**src/rtl/awg_dma_pkg.sv**
```systemverilog
// Shared constants and encodings for the AWG DMA read-channel arbiter.
package awg_dma_pkg;

  localparam int ADDR_W = 33;
  localparam int DATA_W = 128;

  // Requester IDs double as bit positions in the one-hot grant.
  localparam logic REQ_IC = 1'b0;
  localparam logic REQ_WF = 1'b1;

  localparam logic [1:0] GRANT_NONE = 2'b00;
  localparam logic [1:0] GRANT_IC   = 2'b01;
  localparam logic [1:0] GRANT_WF   = 2'b10;

  typedef enum logic [1:0] {
    ARB   = 2'd0,
    OWN   = 2'd1,
    DRAIN = 2'd2
  } arb_state_e;

endpackage

```
**src/rtl/rr_arb2.sv**
```systemverilog
// Two-way round-robin pick: a sole requester wins, a tie goes to the one that did not own last.
module rr_arb2
  import awg_dma_pkg::*;
(
  input  logic [1:0] valid_i,
  input  logic       rr_last_i,
  output logic       any_o,
  output logic       winner_o
);

  assign any_o    = |valid_i;
  assign winner_o = (&valid_i) ? ~rr_last_i : valid_i[REQ_WF];

endmodule

```
**src/rtl/dma_rd_arb.sv**
```systemverilog
// Shares the DDR DMA read channel between the icache fill engine (IC) and the
// waveform fetch engine (WF) with round-robin arbitration and burst locking.
module dma_rd_arb
  import awg_dma_pkg::*;
#(
  parameter int MAX_BURST = 512,
  parameter int GAP_MAX   = 4,
  parameter int CNT_W     = 10
) (
  input  logic              clk,
  input  logic              rst,
  input  logic              flush,
  input  logic              ic_rd_valid,
  input  logic [ADDR_W-1:0] ic_rd_addr,
  output logic              ic_rd_ack,
  input  logic              wf_rd_valid,
  input  logic [ADDR_W-1:0] wf_rd_addr,
  output logic              wf_rd_ack,
  output logic [DATA_W-1:0] rd_data,
  output logic              dma_rd_valid,
  output logic [ADDR_W-1:0] dma_rd_addr,
  input  logic              dma_rd_ack,
  input  logic [DATA_W-1:0] dma_rd_data,
  output logic [1:0]        grant,
  output logic              busy
);

  localparam logic [CNT_W-1:0] BEAT_LAST = CNT_W'(MAX_BURST - 1);
  localparam logic [CNT_W-1:0] GAP_LAST  = CNT_W'(GAP_MAX - 1);

  arb_state_e       state_q;
  logic [1:0]       grant_q;
  logic [CNT_W-1:0] beat_cnt_q;
  logic [CNT_W-1:0] gap_cnt_q;
  logic             rr_last_q;

  logic             req_any;
  logic             winner;
  logic             owner;
  logic             owner_valid;
  logic             active;
  logic             exit_arb;
  logic             exit_drain;

  rr_arb2 u_rr_arb2 (
    .valid_i   ({wf_rd_valid, ic_rd_valid}),
    .rr_last_i (rr_last_q),
    .any_o     (req_any),
    .winner_o  (winner)
  );

  assign active      = (state_q != ARB);
  assign owner       = grant_q[REQ_WF];
  assign owner_valid = owner ? wf_rd_valid : ic_rd_valid;

  // Channel mux is combinational so a granted beat reaches DMA CTRL without extra latency.
  assign dma_rd_valid = active & owner_valid;
  assign dma_rd_addr  = active ? (owner ? wf_rd_addr : ic_rd_addr) : '0;
  assign ic_rd_ack    = active & ~owner & dma_rd_ack;
  assign wf_rd_ack    = active &  owner & dma_rd_ack;
  assign rd_data      = dma_rd_data;
  assign grant        = grant_q;
  assign busy         = active;

  // NOTE: every always_comb output gets a default first so no path infers a latch.
  always_comb begin
    exit_arb   = 1'b0;
    exit_drain = 1'b0;
    case (state_q)
      OWN: begin
        if (dma_rd_ack && (beat_cnt_q == BEAT_LAST)) begin
          exit_arb = 1'b1;
        end else if (flush) begin
          // A beat already presented to DMA CTRL must complete before release.
          if (owner_valid && !dma_rd_ack) exit_drain = 1'b1;
          else                            exit_arb   = 1'b1;
        end else if (!owner_valid && (gap_cnt_q == GAP_LAST)) begin
          exit_arb = 1'b1;
        end
      end
      DRAIN:   exit_arb = dma_rd_ack;
      default: ;
    endcase
  end

  // NOTE: sequential state uses non-blocking assignments so all registers update together.
  always_ff @(posedge clk or posedge rst) begin
    if (rst) begin
      state_q    <= ARB;
      grant_q    <= GRANT_NONE;
      beat_cnt_q <= '0;
      gap_cnt_q  <= '0;
      rr_last_q  <= REQ_WF;
    end else begin
      case (state_q)
        ARB: begin
          if (req_any) begin
            grant_q <= winner ? GRANT_WF : GRANT_IC;
            state_q <= OWN;
          end
        end
        OWN, DRAIN: begin
          if (exit_arb) begin
            state_q    <= ARB;
            grant_q    <= GRANT_NONE;
            rr_last_q  <= owner;
            beat_cnt_q <= '0;
            gap_cnt_q  <= '0;
          end else if (exit_drain) begin
            state_q <= DRAIN;
          end else if (state_q == OWN) begin
            if (dma_rd_ack) beat_cnt_q <= beat_cnt_q + 1'b1;
            if (owner_valid)                 gap_cnt_q <= '0;
            else if (gap_cnt_q != GAP_LAST)  gap_cnt_q <= gap_cnt_q + 1'b1;
          end
        end
        default: state_q <= ARB;
      endcase
    end
  end

endmodule

```
**config.mk**
```make
export PLATFORM = sky130hd
export DESIGN_NAME = dma_rd_arb
export DESIGN_NICKNAME = d
export VERILOG_FILES = /design/src/rtl/awg_dma_pkg.sv /design/src/rtl/rr_arb2.sv /design/src/rtl/dma_rd_arb.sv
export SDC_FILE = /design/constraint.sdc
export NUM_CORES = 1
export LEC_CHECK = 0
export BUFFER_PORTS_ARGS = -buffer_cell sky130_fd_sc_hd__buf_4
export CAP_MARGIN = 40
export CORE_AREA = 2 2 142 144
export DETAILED_ROUTE_END_ITERATION = 10
export DIE_AREA = 0 0 144 146
export REMOVE_ABC_BUFFERS = 1
export SLEW_MARGIN = 20
export SYNTH_ARGS = -nofsm -noshare
export SYNTH_HDL_FRONTEND = slang
export SYNTH_SLANG_ARGS = --single-unit
```
**constraint.sdc**
```tcl
create_clock -name clk -period 4.52 [get_ports clk]
set_clock_uncertainty 0.2 [all_clocks]
set_input_delay 0.452 -clock clk [delete_from_list [all_inputs] [get_ports clk]]
set_output_delay 0.452 -clock clk [all_outputs]
set_load 0.05 [all_outputs]
```
==> flow_summary.yaml <==
timing:
  final-setup-viol-count: 0
  worst_margin_slew_ns: 0.7930
  slew_headroom: 0.4689
  final_period_util: 0.5904
  tns_ns: 0
  final.min_clock_period_ns: 2.668
  finalMaxSlewViolations: 0
  grt_setup_unrepaired: "no"
  timing.fmax_mhz: 374.7
  hold_viol_final: 0
setup_path:
  worst_ep_arrival_time_ns: 2.58
  setup.worst_path.class: "flop to flop"
  crit_required_ns: 4.43
  rr_worst_depth: 7
  r2r_start: "state_q[1]"
  worstSetupEndpointType: "flop"
  startpoint_type: "flop"
  setup.reg_to_reg.worst_slack_ns: 1.85
  reg2reg_to: "gap_cnt_q[8]"
  critical_path.max_fanout: 22
floorplanning:
  start_util: 0.1555
  top_level_ports: 367
  die_area_sq_mm: 0.02102
  num_rows: 51
  die-width_microns: 144
  floorplan.die.height_microns: 146
  core_sq_mm: 0.01933
synth:
  synth-compound-area-share: 0.09779
  synth.lib_cells_used.distinct: 41
  combinational_family_with_the_most_area_after_synthesis: "buffers and inverters"
  syn_area_sq_mm: 0.003007
  synth_simple_gate_area_share: 0.1698
  synth.area.top_cells: "sky130_fd_sc_hd__buf_4 (32%), sky130_fd_sc_hd__dfrtp_1 (20%), sky130_fd_sc_hd__mux2i_1 (12%)"
  syn_area_per_cell_sq_um: 8.018
  ys_async_sr_fraction: 1.000
  synth_xor_area_frac: 0.02039
  synth.yosys.warnings: 0
  synth.ff_latch_count: 25
  post-synth-top-area-fraction: 0.3196
  postSynth.topFlopCell: "sky130_fd_sc_hd__dfrtp_1"
  netlist_instances: 375
  synth_enable_flop_cells: 0
  synth_mux_area_frac: 0.1278
  synth_largest_area_cell: "sky130_fd_sc_hd__buf_4"
  synthAdderAreaFrac: 0.02497
  part_of_the_yosys_area_used_for_sequential_elements: 0.2085
detailed_routing:
  first_iter_violations: 201
  finalWirelength_mm: 31.83
  routed_wire_length_per_instance_microns: 51.42
  post-route-drc-count: 0
  drt_pass1_iterations: 6
  detailroute.via_count: 2772
  final_antenna_violating_net_count: 0
  routed_vias_inst: 4.478
power:
  report.power.total_uw: 2055
  pwr_density_cell_mw_per_mm2: 627.3
  power_frac_clock: 0.100
  peakVddDrop_uv: 170.7
  comb_power_share: 0.725
  pwr-share-seq: 0.175
  power.share.switching: 0.5727
  power.net_switching_uw: 1177
  power.internal_uw: 878.0
  leakage_power_total_uw: 0.001423
flow_run:
  max_cap_viol_count: 0
cts:
  clk-insertion-delay-late_ns: 0.27
  clock_tree_from_tritoncts: "yes"
  ctsLongestPathBuffers: 2
  inserted_clock_buffers: 3
  cts.sink_count: 25
  cts.hold.buffers_added: 0
  worst_setup_hold_path_clk_slew_ns: 0.07
  number_of_gates_resized_after_cts: 0
  cts_post_setup_buffers_inserted: 0
  cts_htree_levels: 1
  cts.root.buffer_cell: "sky130_fd_sc_hd__clkbuf_16"
finish:
  layout.cells.most_common: "sky130_fd_sc_hd__buf_4"
  regArea_sq_um: 628.1
  drive_above_1_share: 0.3541
  fillers: 2237
  fin_nets: 560
  fin_cells: 619
  multi_input_gate_area_in_the_final_layout_sq_mm: 0.001325
  final_cell_mix: "sky130_fd_sc_hd__buf_4 (113), sky130_fd_sc_hd__nor2_1 (45), sky130_fd_sc_hd__mux2i_1 (35)"
  syn2layout_area_growth_pct: 8.947
grt:
  grt_util_met2: 0.4767
  grt_antenna_before_repair: 3
  first_global_vias: 2421
  grt_max_degree: 38
  grt_pass1_wl_mm: 36.45
  grt.overflow.total: 0
  grt_met1_use: 0.1873
  globalRouteTotalUtil: 0.2902
  globalRouteMet3Util: 0.3399
  grt_busiest_layer: "met2"
placed_design:
  place.port_buffers: 110
  place_congestion: 1.084
  detailedPlacementHpwl_mm: 29.56
  dp_cells: 614
worst_hold_path:
  hold_path_class: "input pin to async pin"
status:
  outcome: "finished, final reports clean"
## worst max-delay path: stages, from the launching register on
cell                       delay (ns)
sky130_fd_sc_hd__dfrtp_1         0.42
sky130_fd_sc_hd__inv_1           0.09
sky130_fd_sc_hd__ha_1            0.44
sky130_fd_sc_hd__nand2_1         0.14
sky130_fd_sc_hd__o21bai_4        0.24
sky130_fd_sc_hd__and2_4          0.25
sky130_fd_sc_hd__a31oi_1         0.62
sky130_fd_sc_hd__nor2_1          0.12
## kinds of logic after synthesis
| family | count (synthesis) |
|---|---|
| flops | 25 |
| fa+ha+maj | 6 |
| mux | 37 |
| xor+xnor | 7 |
| simple gates | 105 |
| compound gates | 46 |
| buf+inv | 149 |
## power by group through the flow
stage / clock, uW / combinational [uW] / sequential, uW
2_1_floorplan: 0 / 987 / 406
3_3_place_gp: 0 / 1480 / 360
3_5_place_dp: 0 / 1480 / 361
4_1_cts: 209 / 1480 / 357
5_1_grt: 218 / 1570 / 371
6_report: 205 / 1490 / 360
## per-stage QoR
| step | setup WS, ns | utilization | hold WS (ns) | instance area (sq um) |
|---|---|---|---|---|
| after global placement | 1.993 | 0.1638 | 0.3210 | 3167 |
| after floorplan | 1.037 | - | 0.2786 | 1986 |
| after global routing | 1.714 | 0.1693 | 0.06444 | 3273 |
| after detailed placement | 1.902 | 0.1652 | 0.3338 | 3194 |
| final | 1.852 | 0.1694 | 0.03950 | 3276 |
| after CTS | 1.896 | 0.1693 | 0.05085 | 3273 |
## Yosys cell counts, drive strengths merged, types with 2 or more instances
| cell type | n |
|---|---|
| o21bai | 2 |
| a31oi | 4 |
| nor4 | 2 |
| ha | 6 |
| nand2 | 18 |
| nand4 | 7 |
| and4 | 2 |
| mux2i | 36 |
| inv | 9 |
| dfrtp | 24 |
| a21oi | 13 |
| buf | 134 |
| a21boi | 2 |
| nor3 | 5 |
| and3 | 4 |
| a31o | 2 |
| nand3b | 3 |
| nor2 | 45 |
| xnor2 | 7 |
| or4 | 7 |
| o31ai | 7 |
| nand3 | 6 |
| o21ai | 12 |
| and2 | 2 |
| clkbuf | 6 |
## worst max-delay path by stage
stage	startpoint	endpoint	slack, ns
after detailed placement	state_q[1]	gap_cnt_q[8]	1.90
after global placement	state_q[1]	gap_cnt_q[7]	1.99
final	state_q[1]	gap_cnt_q[8]	1.85
after global routing	state_q[1]	gap_cnt_q[9]	1.71
after floorplan	grant[1]	beat_cnt_q[3]	1.04
after CTS	state_q[1]	gap_cnt_q[8]	1.90
## registers in the layout, indices dropped and copies added, names as in the netlist
register,count
state_q,2
gap_cnt_q,10
grant,2
beat_cnt_q,10
rr_last_q,1
## per-layer routing
layer	routed length, microns	part of all wire
met2	14490	0.46
met4	2189	0.069
met1	6955	0.22
met3	7941	0.25
met5	249	0.0078
## layout make-up
type | count | share of cell area
inverters | 9 | 0.01031
diodes | 1 | 0.0007639
flip-flops and latches | 25 | 0.1917
well taps | 265 | 0.1012
multi-input cells | 201 | 0.4045
repair buffers | 114 | 0.2674
clock buffers | 4 | 0.02406
(Power assumes the default switching activity.)
